===== src/rtl/prog_mem_ctrl.sv =====
`default_nettype none
// ============================================================================
// Module   : prog_mem_ctrl
// Purpose  : Arbitrates a single-port program memory between a sequential
//            program loader and the core fetch unit. Fetch is blocked until
//            a load completes. The block reports the length of the last
//            completed load.
// Ports    :
//   clk, rstn          - clock (rising edge) / synchronous active-low reset
//   ld_start           - pulse: start a new load at address 0
//   ld_valid/ld_ready  - loader word handshake
//   ld_data, ld_last   - loader word and end-of-program marker
//   ld_done            - pulse: load complete
//   prog_len           - words written by the last completed load (0..32)
//   run                - fetch permitted
//   fetch_req/_addr    - fetch request and address
//   fetch_gnt          - fetch accepted this cycle
//   fetch_valid/_data  - fetched word, one cycle after the grant
//   mem_w, mem_addr,
//   mem_data_wr        - memory control/write pins
//   mem_data           - memory read data (registered inside the memory)
// Revision : 1.0 - initial release
// ============================================================================
module prog_mem_ctrl #(
  parameter int DATA_SIZE = 6,
  parameter int ADDR_SIZE = 5
) (
  input  logic                 clk,
  input  logic                 rstn,
  input  logic                 ld_start,
  input  logic                 ld_valid,
  output logic                 ld_ready,
  input  logic [DATA_SIZE-1:0] ld_data,
  input  logic                 ld_last,
  output logic                 ld_done,
  output logic [ADDR_SIZE:0]   prog_len,
  output logic                 run,
  input  logic                 fetch_req,
  input  logic [ADDR_SIZE-1:0] fetch_addr,
  output logic                 fetch_gnt,
  output logic                 fetch_valid,
  output logic [DATA_SIZE-1:0] fetch_data,
  output logic                 mem_w,
  output logic [ADDR_SIZE-1:0] mem_addr,
  output logic [DATA_SIZE-1:0] mem_data_wr,
  input  logic [DATA_SIZE-1:0] mem_data
);

  typedef enum logic [1:0] {
    S_IDLE = 2'd0,
    S_LOAD = 2'd1,
    S_RUN  = 2'd2
  } state_e;

  localparam logic [ADDR_SIZE-1:0] C_ADDR_MAX = '1;
  localparam logic [ADDR_SIZE-1:0] C_PTR_ONE  = {{(ADDR_SIZE-1){1'b0}}, 1'b1};
  localparam logic [ADDR_SIZE:0]   C_LEN_ONE  = {{ADDR_SIZE{1'b0}}, 1'b1};

  state_e               state_q, state_d;
  logic [ADDR_SIZE-1:0] wr_ptr_q, wr_ptr_d;
  logic [ADDR_SIZE:0]   prog_len_q, prog_len_d;
  logic                 ld_done_q, ld_done_d;
  logic                 fetch_valid_q;

  // Next-state and combinational memory/handshake outputs
  always_comb begin
    state_d     = state_q;
    wr_ptr_d    = wr_ptr_q;
    prog_len_d  = prog_len_q;
    ld_done_d   = 1'b0;
    ld_ready    = 1'b0;
    fetch_gnt   = 1'b0;
    mem_w       = 1'b0;
    mem_addr    = fetch_addr;
    mem_data_wr = ld_data;

    case (state_q)
      S_IDLE: begin
        if (ld_start) begin
          state_d  = S_LOAD;
          wr_ptr_d = '0;
        end
      end

      S_LOAD: begin
        mem_addr = wr_ptr_q;
        if (ld_start) begin
          // Restart: a beat presented with ld_start is refused and not written
          wr_ptr_d = '0;
        end else begin
          ld_ready = 1'b1;
          mem_w    = ld_valid;
          if (ld_valid) begin
            // The beat at the top address ends the load even without ld_last,
            // so the pointer never wraps.
            if (ld_last || (wr_ptr_q == C_ADDR_MAX)) begin
              state_d    = S_RUN;
              prog_len_d = {1'b0, wr_ptr_q} + C_LEN_ONE;
              ld_done_d  = 1'b1;
            end else begin
              wr_ptr_d = wr_ptr_q + C_PTR_ONE;
            end
          end
        end
      end

      S_RUN: begin
        // A new load takes priority over fetch in the same cycle
        fetch_gnt = fetch_req & ~ld_start;
        if (ld_start) begin
          state_d  = S_LOAD;
          wr_ptr_d = '0;
        end
      end

      default: begin
        state_d = S_IDLE;
      end
    endcase
  end

  always_ff @(posedge clk) begin
    if (!rstn) begin
      state_q       <= S_IDLE;
      wr_ptr_q      <= '0;
      prog_len_q    <= '0;
      ld_done_q     <= 1'b0;
      fetch_valid_q <= 1'b0;
    end else begin
      state_q       <= state_d;
      wr_ptr_q      <= wr_ptr_d;
      prog_len_q    <= prog_len_d;
      ld_done_q     <= ld_done_d;
      // Tracks the grant only, so a fetch granted in the last RUN cycle
      // still completes after the state has moved on.
      fetch_valid_q <= fetch_gnt;
    end
  end

  assign run         = (state_q == S_RUN);
  assign ld_done     = ld_done_q;
  assign prog_len    = prog_len_q;
  assign fetch_valid = fetch_valid_q;
  // The memory output register already holds the word in the cycle after the
  // grant. Forward it directly so that latency stays at one cycle. Hold zero
  // when no fetch is completing.
  assign fetch_data  = fetch_valid_q ? mem_data : '0;

endmodule
`default_nettype wire


===== config.mk =====
export PLATFORM = sky130hd
export DESIGN_NAME = prog_mem_ctrl
export DESIGN_NICKNAME = d
export VERILOG_FILES = /design/src/rtl/prog_mem_ctrl.sv
export SDC_FILE = /design/constraint.sdc
export NUM_CORES = 1
export LEC_CHECK = 0
export BUFFER_PORTS_ARGS = -buffer_cell sky130_fd_sc_hd__buf_4
export CORE_AREA = 2 2 52 54
export CTS_BUF_LIST = sky130_fd_sc_hd__clkbuf_2 sky130_fd_sc_hd__clkbuf_4 sky130_fd_sc_hd__clkbuf_8
export DETAILED_ROUTE_END_ITERATION = 10
export DIE_AREA = 0 0 54 56
export GPL_ROUTABILITY_DRIVEN = 1
export PLACE_DENSITY = 0.72
export SYNTH_ARGS = -nofsm -noshare
export SYNTH_HDL_FRONTEND = slang
export SYNTH_SLANG_ARGS = --single-unit

===== constraint.sdc =====
create_clock -name clk -period 4.4 [get_ports clk]
set_clock_uncertainty 0.1 [all_clocks]
set_input_delay 0.22 -clock clk [delete_from_list [all_inputs] [get_ports clk]]
set_output_delay 0.22 -clock clk [all_outputs]
set_load 0.01 [all_outputs]

==> flow_metrics.py, run 1 <==
metrics = {
    "hold_path": {
        "hold_path.class": "in -> reg",
        "hp-start": "fetch_req",
        "holdPathStages": 2,
        "hold_end": "fetch_valid",
    },
    "job": {
        "cap_violations": 0,
    },
    "synth": {
        "yosys_warnings": 0,
        "yosysUniqueCellTypes": 31,
        "syn_area_um2": 827,
        "synth_area_per_cell_um2": 8.44,
        "yosys-top-cells-area": "dfxtp_1 36%, mux2_2 6.8%, buf_4 5.4%",
        "synth-simple-area-share_pct": 26.8,
        "synth_fp_nets": 123,
        "synth_flop_cell": "dfxtp_1",
        "yosysSeqAreaShare_pct": 36.3,
        "ys_ff_latch": 15,
        "synth_area_leader_cell": "dfxtp_1",
        "synth_mux_area_share_pct": 6.81,
        "synth_top_cell_area_share_pct": 36.3,
        "synth_compound_area_share_pct": 17.7,
        "async_flop_share_pct": 0,
        "synth_edf_count": 0,
        "synth_xor_area_share_pct": 1.06,
        "syn_inst": 98,
        "synth_fa_ha_area_share_pct": 3.03,
        "synth_top_family_by_area": "simple AND/OR/NAND/NOR gates",
    },
    "worst_setup_path": {
        "critPathLaunchType": "flip-flop",
        "reg2reg_slack_ns": 2.24,
        "critPathBufInv": 0,
        "crit_slowest_cell": "a2bb2oi_1",
        "crit_path_cell_trace": "ha_1, and3_1, ha_1, nor4bb_1, a2bb2oi_1, o221ai_1",
        "crit_type": "reg -> reg",
        "r2r_cells": 6,
        "max_stage_delay_ns": 0.41,
        "path_delay_family": "compound AO/OA/AOI/OAI gates",
        "cp_common_cell": "ha_1",
        "arrival_ns": 2.22,
        "reg2reg_to": "wr_ptr_q[3]",
        "worst_r2r_startpoint": "wr_ptr_q[0]",
        "critPathMaxFanout": 7,
        "required_ns": 4.46,
        "end_kind": "flip-flop",
    },
    "finish": {
        "n_fill_cell": 249,
        "final_cells": 161,
        "drive_gt1_share_pct": 37.4,
        "diodes": 0,
        "area_delta_synth_final_pct": 35.9,
        "nets": 157,
        "final_area_um2": 1120,
    },
    "floorplanning": {
        "die_x_um": 54,
        "ioPinCount": 52,
        "coreArea_um2": 2430,
        "rows": 18,
        "initial_utilization_pct": 34.0,
        "dieArea_um2": 3020,
        "die_h_um": 56,
    },
    "clock_network": {
        "cts_hold_buf": 0,
        "clkTransAtPathRegs_ns": 0.10,
        "clock_sinks": 15,
        "cts_setup_buffers": 0,
        "cts_buffer_depth": 2,
        "root_buffer": "clkbuf_4",
        "cts_tree": "built",
        "htree_levels": 1,
        "numCtsBuffers": 3,
        "cts_resized": 0,
        "clk_latency_ns": 0.29,
    },
    "global_routing": {
        "antenna_found_initial": 0,
        "track_usage_pct": 12.7,
        "grt_pass1_wl_mm": 2.98,
        "grt_max_degree": 13,
        "grt_pass1_vias": 697,
        "grt_overflow": 0,
    },
    "sta": {
        "slew_headroom_pct": 57.5,
        "finalHoldViolations": 0,
        "rsz0062_at_grt": "false",
        "min_period_over_period_pct": 49.0,
        "setup_tns_ns": 0,
        "holdWs_ns": 0.0639,
        "report.final.slew_viol_count": 0,
        "worst_pin_slew_ns": 0.636,
        "period_minus_slack_ns": 2.16,
        "max_freq_mhz": 464,
        "finalSetupViolCount": 0,
    },
    "placement": {
        "gp_congestion": 0.801,
        "io_buffers": 39,
        "dp_hpwl_mm": 1.54,
        "place_area_um2": 1100,
        "placed_cells": 157,
    },
    "status": {
        "status": "finished, final reports clean",
    },
    "routing": {
        "via_per_inst": 5.02,
        "drc": 0,
        "ant_nets": 0,
        "wirelength_mm": 1.96,
        "firstDrtPassIters": 4,
        "route.vias.total": 809,
        "drtIter0Drc": 8,
        "wl_per_cell_um": 12.2,
    },
    "power_and_ir_drop": {
        "ir_drop_mv": 0.111,
        "power.leakage_nw": 0.501,
        "power_density_nw_per_um2": 235,
        "total_power_mw": 0.264,
    },
}
==> report_power, final <==
part | total (mW) | internal (mW) | switching, mW
Clock | 0.0827 | 0.0338 | 0.0489
Sequential | 0.140 | 0.138 | 0.00204
Combinational | 0.0413 | 0.0231 | 0.0181
==> flip-flops by register name (all words and copies together), names as in the netlist <==
register / count
fetch_valid: 1
state_q: 2
wr_ptr_q: 5
prog_len: 6
ld_done: 1
==> stage by stage <==
stage          utilization (%)  worst slack [ns]
2_1_floorplan                -              2.53
3_3_place_gp              45.1              2.38
3_5_place_dp              45.1              2.30
4_1_cts                   46.2              2.28
5_1_grt                   46.2              2.10
6_report                  46.2              2.24
==> cells in the mapped netlist (2+ instances only) <==
master,count
dfxtp_1,15
a21oi_1,8
nand2_1,8
and2_1,7
buf_4,6
o21ai_0,6
mux2_2,5
a211oi_1,4
nand3_1,4
nor2_1,4
and3_1,3
clkbuf_1,3
nor2b_1,3
and2b_1,2
clkinv_1,2
ha_1,2
o22ai_1,2
==> layout by cell type, fill, tap and decap left out, types with 2 or more instances in the layout <==
cell type,instances
clkbuf_4,3
ha_1,2
clkinv_1,2
mux2_2,5
buf_4,39
and2b_1,2
a211oi_1,4
and2_1,7
and3_1,3
dfxtp_1,15
nand2_1,8
o21ai_0,6
o22ai_1,2
nand3_1,4
a21oi_1,8
nor2b_1,3
nor2_1,4
==> logic make-up after synthesis <==
kind of cell               count (synthesis)
xor gates and xnor gates                   1
DFF                                       15
buffers and inverters                     12
and+or+nand+nor                           39
muxes                                      5
adders and majority gates                  2
AOI/OAI and AO/OA                         24
==> area by class of cell <==
cell class                      count  area, um^2  share of cell area, %
Multi-Input combinational cell     71         458                   40.8
Inverter                            2        7.51                  0.668
Clock inverter                      1        5.00                  0.445
Timing Repair Buffer               39         293                   26.1
Tap cell                           30        37.5                   3.34
Sequential cell                    15         300                   26.7
Clock buffer                        3        22.5                   2.00
==> per-layer routing <==
metal  global-route usage, %  vias up  share of wire [%]
met2                    20.7       42                 46
met3                    1.61        3                 10
li1                        -      411                  -
met1                    16.3      353                 43
met4                    5.36        0                1.3
met5                       0        -                  0
==> worst max-delay path by stage <==
stage	start	endpoint	slack (ns)	depth (start not counted)
global route	wr_ptr_q[0]	prog_len[3]	2.10	6
finish	wr_ptr_q[0]	wr_ptr_q[3]	2.24	6
detailed placement	wr_ptr_q[0]	wr_ptr_q[3]	2.30	6
global placement	wr_ptr_q[0]	wr_ptr_q[3]	2.38	6
floorplan	wr_ptr_q[0]	wr_ptr_q[3]	2.53	6
CTS	wr_ptr_q[0]	wr_ptr_q[3]	2.28	6
Note: power is estimated with default switching activity, not from simulation.
==> run 2, diff against run 1 <==
ABC_AREA = 1   (was not set)
CORE_AREA = 2 2 51 53   (was 2 2 52 54)
DIE_AREA = 0 0 53 55   (was 0 0 54 56)
PLACE_DENSITY = 0.73   (was 0.72)
clock period = 2.1 ns   (was 4.4 ns; I/O delays follow)
==> run 2 against run 1 <==
Compared with the run above: first-iteration DRC count increased by 75%; count of clock-buffer cells in the layout is 1 higher; critical path depth up 5; synthesized cell count up 26%; largest cell class unchanged; largest power group unchanged; highest routed layer unchanged.
==> flow_metrics.py, run 2 <==
metrics = {
    "global_routing": {
        "track_usage_pct": 14.2,
        "antenna_found_initial": 0,
        "grt_pass1_wl_mm": 3.08,
        "grt_overflow": 0,
        "grt_max_degree": 10,
        "grt_pass1_vias": 749,
    },
    "synth": {
        "yosys-top-cells-count": "41 x nand2_1, 17 x inv_1, 15 x dfxtp_1, 13 x nor2_1, 8 x o21ai_0",
        "synth_area_per_cell_um2": 6.52,
        "synth_fp_nets": 148,
        "synth_flop_cell": "dfxtp_1",
        "synth_top_cell_area_share_pct": 37.4,
        "synth_area_leader_cell": "dfxtp_1",
        "yosys.cell_count.top_type": "nand2_1",
        "syn_inst": 123,
        "synth_edf_count": 0,
        "yosys-top-cells-area": "dfxtp_1 37%, nand2_1 19%, inv_1 8.0%",
        "yosysUniqueCellTypes": 17,
        "yosysSeqAreaShare_pct": 37.4,
        "yosys_warnings": 0,
        "ys_ff_latch": 15,
        "async_flop_share_pct": 0,
        "syn_area_um2": 802,
    },
    "clock_network": {
        "root_buffer": "clkbuf_4",
        "cts_setup_buffers": 0,
        "htree_levels": 1,
        "clock_sinks": 15,
        "clk_latency_ns": 0.28,
        "numCtsBuffers": 3,
        "cts_buffer_depth": 2,
        "cts_resized": 0,
        "clkTransAtPathRegs_ns": 0.09,
        "cts_tree": "built",
        "cts_hold_buf": 3,
    },
    "finish": {
        "final_area_um2": 1150,
        "n_fill_cell": 236,
        "utilization_pct": 48.5,
        "drive_gt1_share_pct": 28.8,
        "mostFrequentLayoutCell": "nand2_1",
        "nets": 189,
        "area_delta_synth_final_pct": 43.1,
        "mostFrequentLayoutCells": "41 x nand2_1, 39 x buf_4, 17 x inv_1",
        "largest_reg_flops": 6,
        "diodes": 0,
    },
    "power_and_ir_drop": {
        "ir_drop_mv": 0.425,
        "power.leakage_nw": 0.627,
        "power_density_nw_per_um2": 481,
        "total_power_mw": 0.552,
    },
    "hold_path": {
        "hold_path.class": "in -> reg",
        "holdPathStages": 4,
    },
    "sta": {
        "max_freq_mhz": 579,
        "setup_tns_ns": 0,
        "finalSetupViolCount": 0,
        "slew_headroom_pct": 82.2,
        "min_period_over_period_pct": 82.2,
        "period_minus_slack_ns": 1.73,
        "report.final.slew_viol_count": 0,
        "worst_slack_ns": 0.373,
        "rsz0062_at_grt": "false",
        "worst_pin_slew_ns": 0.266,
        "finalHoldViolations": 0,
    },
    "placement": {
        "dp_hpwl_mm": 1.51,
        "place_area_um2": 1090,
        "pre_cts_slack_ns": 0.398,
        "gp_congestion": 0.886,
        "io_buffers": 39,
    },
    "routing": {
        "firstDrtPassIters": 4,
        "via_per_inst": 4.63,
        "wl_per_cell_um": 9.83,
        "drc": 0,
        "drtIter0Drc": 14,
        "wirelength_mm": 1.90,
        "route.vias.total": 894,
        "ant_nets": 0,
    },
    "floorplanning": {
        "dieArea_um2": 2920,
        "coreArea_um2": 2360,
        "rows": 18,
        "ioPinCount": 52,
        "die_h_um": 55,
        "initial_utilization_pct": 33.9,
        "die_x_um": 53,
    },
    "worst_setup_path": {
        "arrival_ns": 1.80,
        "critPathLaunchType": "flip-flop",
        "end_kind": "flip-flop",
        "r2r_cells": 11,
        "critPathMaxFanout": 7,
        "required_ns": 2.18,
        "crit_type": "reg -> reg",
    },
    "job": {
        "cap_violations": 0,
    },
    "status": {
        "status": "finished, final reports clean",
    },
}
[run 2: cell count changes after synthesis, moves of 4 or more]
cell / delta
mux2_2: -5
and2_1: -7
nand2_1: +33
nor2_1: +9
a211oi_1: -4
inv_1: +17
[run 2: cells by family after synthesis]
kind of cell,synth area share (%)
buffers and inverters,14.5
and+or+nand+nor,33.9
AOI/OAI and AO/OA,9.98
DFF,37.4
xor gates and xnor gates,1.09
adders and majority gates,3.12
[run 2: final cells by class]
type	instances	area [um^2]	area share [%]
well taps	30	37.5	3.27
clock buffers	4	30.0	2.62
repair buffers	42	323	28.1
multi-input cells	83	385	33.6
flip-flops and latches	15	300	26.2
inverters	19	71.3	6.22
[run 2: routing by layer]
layer | up-vias | part of all wire, % | track usage (%)
li1 | 458 | - | -
met3 | 2 | 8.1 | 5.38
met4 | 0 | 0.21 | 2.56
met1 | 407 | 43 | 17.6
met2 | 27 | 49 | 23.8
met5 | - | 0 | 0
[run 2: through the flow]
stage	hold slack (ns)	cells
2_1_floorplan	0.135	123
3_3_place_gp	0.110	186
3_5_place_dp	0.110	186
4_1_cts	0.0658	193
5_1_grt	0.0875	193
6_report	0.0717	193
[run 2: worst max-delay path: stages (launching register included)]
cell	delay, ns
dfxtp_1	0.42
ha_1	0.22
nand2_1	0.06
nor2_1	0.09
ha_1	0.16
inv_1	0.04
nand2_1	0.05
nand2_1	0.07
nor2_4	0.16
inv_2	0.09
nor2_1	0.09
nor2_1	0.05
[run 2: path summary, 6_finish.rpt]
kind / slack [ns] / from / to
max reg2reg: 0.37 / wr_ptr_q[0] / prog_len[1]
min reg2reg: 0.37 / prog_len[2] / prog_len[2]
min: 0.07 / ld_last / state_q[0]
max: 0.37 / wr_ptr_q[0] / prog_len[1]
[run 2: report_power, final]
part	internal [mW]	total, mW	switching [mW]
registers	0.288	0.291	0.00352
logic	0.0451	0.0855	0.0404
clock network	0.0866	0.175	0.0888
total	0.420	0.552	0.133
==> run 3, diff against run 2 <==
PLACE_DENSITY = 0.76   (was 0.73)
clock period = 1.4 ns   (was 2.1 ns; I/O delays follow)
==> run 3 against run 2 <==
Compared with the run above: the run now ends with negative setup slack left; hold slack lost 0.032 ns; sequential share of layout area decreased by 2.0 points; global-route usage is 3.2 points higher.
==> flow_metrics.py, run 3 (synthesis gave the netlist of run 2 again) <==
metrics = {
    "global_routing": {
        "track_usage_pct": 17.3,
        "antenna_found_initial": 0,
        "grt_pass1_wl_mm": 3.56,
        "grt_pass1_vias": 786,
        "grt_overflow": 0,
        "grt_max_degree": 10,
    },
    "routing": {
        "drtIter0Drc": 7,
        "ant_nets": 0,
        "route.vias.total": 905,
        "wl_per_cell_um": 11.6,
        "via_per_inst": 4.53,
        "drc": 0,
        "wirelength_mm": 2.32,
        "firstDrtPassIters": 4,
    },
    "hold_path": {
        "hp-start": "ld_last",
        "hold_end": "state_q[0]",
        "holdPathStages": 4,
        "hold_path.class": "in -> reg",
    },
    "clock_network": {
        "cts_tree": "built",
        "clock_sinks": 15,
        "clkTransAtPathRegs_ns": 0.09,
        "numCtsBuffers": 3,
        "cts_buffer_depth": 2,
        "root_buffer": "clkbuf_4",
        "clk_latency_ns": 0.30,
        "htree_levels": 1,
    },
    "placement": {
        "dp_hpwl_mm": 1.76,
        "gp_congestion": 0.764,
        "place_area_um2": 1160,
        "pre_cts_slack_ns": -0.185,
        "io_buffers": 39,
    },
    "sta": {
        "rsz0062_at_grt": "true",
        "max_freq_mhz": 619,
        "slew_headroom_pct": 81.5,
        "report.final.slew_viol_count": 0,
        "finalHoldViolations": 0,
        "period_minus_slack_ns": 1.62,
        "min_period_over_period_pct": 115,
        "finalSetupViolCount": 13,
        "worst_slack_ns": -0.216,
        "worst_pin_slew_ns": 0.276,
    },
    "power_and_ir_drop": {
        "power.leakage_nw": 0.661,
        "power_density_nw_per_um2": 671,
        "clockPowerShare_pct": 32.3,
        "total_power_mw": 0.858,
        "p_sw_share_pct": 26.0,
        "p_int_mw": 0.635,
        "power_frac_seq_pct": 50.9,
        "p_comb_share_pct": 16.7,
        "ir_drop_mv": 0.417,
        "p_sw_mw": 0.223,
    },
    "finish": {
        "nets": 196,
        "area_delta_synth_final_pct": 59.4,
        "mostFrequentLayoutCells": "46 x buf_4, 33 x nand2_1, 15 x inv_1",
        "multi_input_area_um2": 455,
        "diodes": 0,
        "largest_reg_flops": 6,
        "drive_gt1_share_pct": 44.7,
        "final_area_um2": 1280,
        "mostFrequentLayoutCell": "buf_4",
        "seq_area_um2": 309,
        "n_fill_cell": 225,
    },
    "worst_setup_path": {
        "crit_type": "reg -> reg",
        "arrival_ns": 1.75,
        "required_ns": 1.54,
        "end_kind": "flip-flop",
        "worst_r2r_startpoint": "wr_ptr_q[0]",
        "critPathLaunchType": "flip-flop",
        "critPathMaxFanout": 5,
        "reg2reg_slack_ns": -0.22,
        "r2r_cells": 10,
        "reg2reg_to": "wr_ptr_q[2]",
    },
    "floorplanning": {
        "initial_utilization_pct": 33.9,
        "rows": 18,
        "coreArea_um2": 2360,
        "die_h_um": 55,
        "die_x_um": 53,
        "ioPinCount": 52,
        "dieArea_um2": 2920,
    },
    "status": {
        "status": "finished, violations left",
        "violations": "negative setup slack",
    },
    "job": {
        "cap_violations": 0,
    },
}
## run 3: cell types whose count changed in the layout (fill, tap and decap cells not counted), sizes merged
cell | before | now
buf | 39 | 46
## run 3: routing by layer
metal	share of wire (%)	global-route usage, %	up-vias
li1	-	-	471
met1	41	21.4	408
met2	52	27.1	21
met3	4.8	4.57	5
met4	2.2	10.7	0
met5	0	0	-
## run 3: repair_timing
item                                    4_1_cts  5_1_grt
pin swaps                                     5       10
resized for setup                             2       20
endpoints found under the setup margin       19       20
setup buffers                                 0        1
hold buffers                                  3        0
endpoints found under the hold margin         8        0
## run 3: power groups by stage
stage                     Combinational, mW  Clock, mW  Sequential [mW]
after CTS                             0.135      0.288            0.437
after global placement                0.124          0            0.445
after global routing                  0.159      0.306            0.439
after detailed placement              0.127          0            0.446
final                                 0.143      0.277            0.437
after floorplan                      0.0695          0            0.446
## run 3: area by class of cell
cell class	count	area share, %
Inverter	19	5.58
Clock buffer	4	2.35
Sequential cell	15	24.2
Timing Repair Buffer	49	29.4
Tap cell	30	2.94
Multi-Input combinational cell	83	35.6
## run 3: critical path: stages (launching register included)
cell and delay [ns]:
dfxtp_4 0.36, ha_4 0.16, nand2_2 0.06, nor2_2 0.03, ha_2 0.17, buf_4 0.14
nor2_4 0.08, nand2_2 0.08, nor2_4 0.13, nand2_1 0.09, a21oi_2 0.14
## run 3: how the worst max path moves through the flow
stage | from | endpoint | slack [ns] | cells past startpoint
after floorplan | wr_ptr_q[0] | prog_len[4] | -0.1 | 11
after global placement | wr_ptr_q[0] | prog_len[4] | -0.14 | 11
after detailed placement | wr_ptr_q[0] | prog_len[1] | -0.19 | 11
after CTS | wr_ptr_q[0] | prog_len[1] | -0.18 | 11
after global routing | wr_ptr_q[0] | prog_len[5] | -0.30 | 10
final | wr_ptr_q[0] | wr_ptr_q[2] | -0.22 | 10
## run 3: per-stage QoR
| stage | TNS [ns] | utilization (%) | std cells | hold slack [ns] |
|---|---|---|---|---|
| after detailed placement | -1.88 | 48.9 | 192 | 0.0401 |
| after global routing | -3.51 | 54.1 | 200 | 0.0400 |
| after CTS | -1.92 | 51.6 | 199 | 0.00927 |
| after global placement | -1.52 | 48.9 | 192 | 0.0401 |
| after floorplan | -0.785 | - | 123 | 0.0958 |
| final | -2.05 | 54.1 | 200 | 0.0393 |
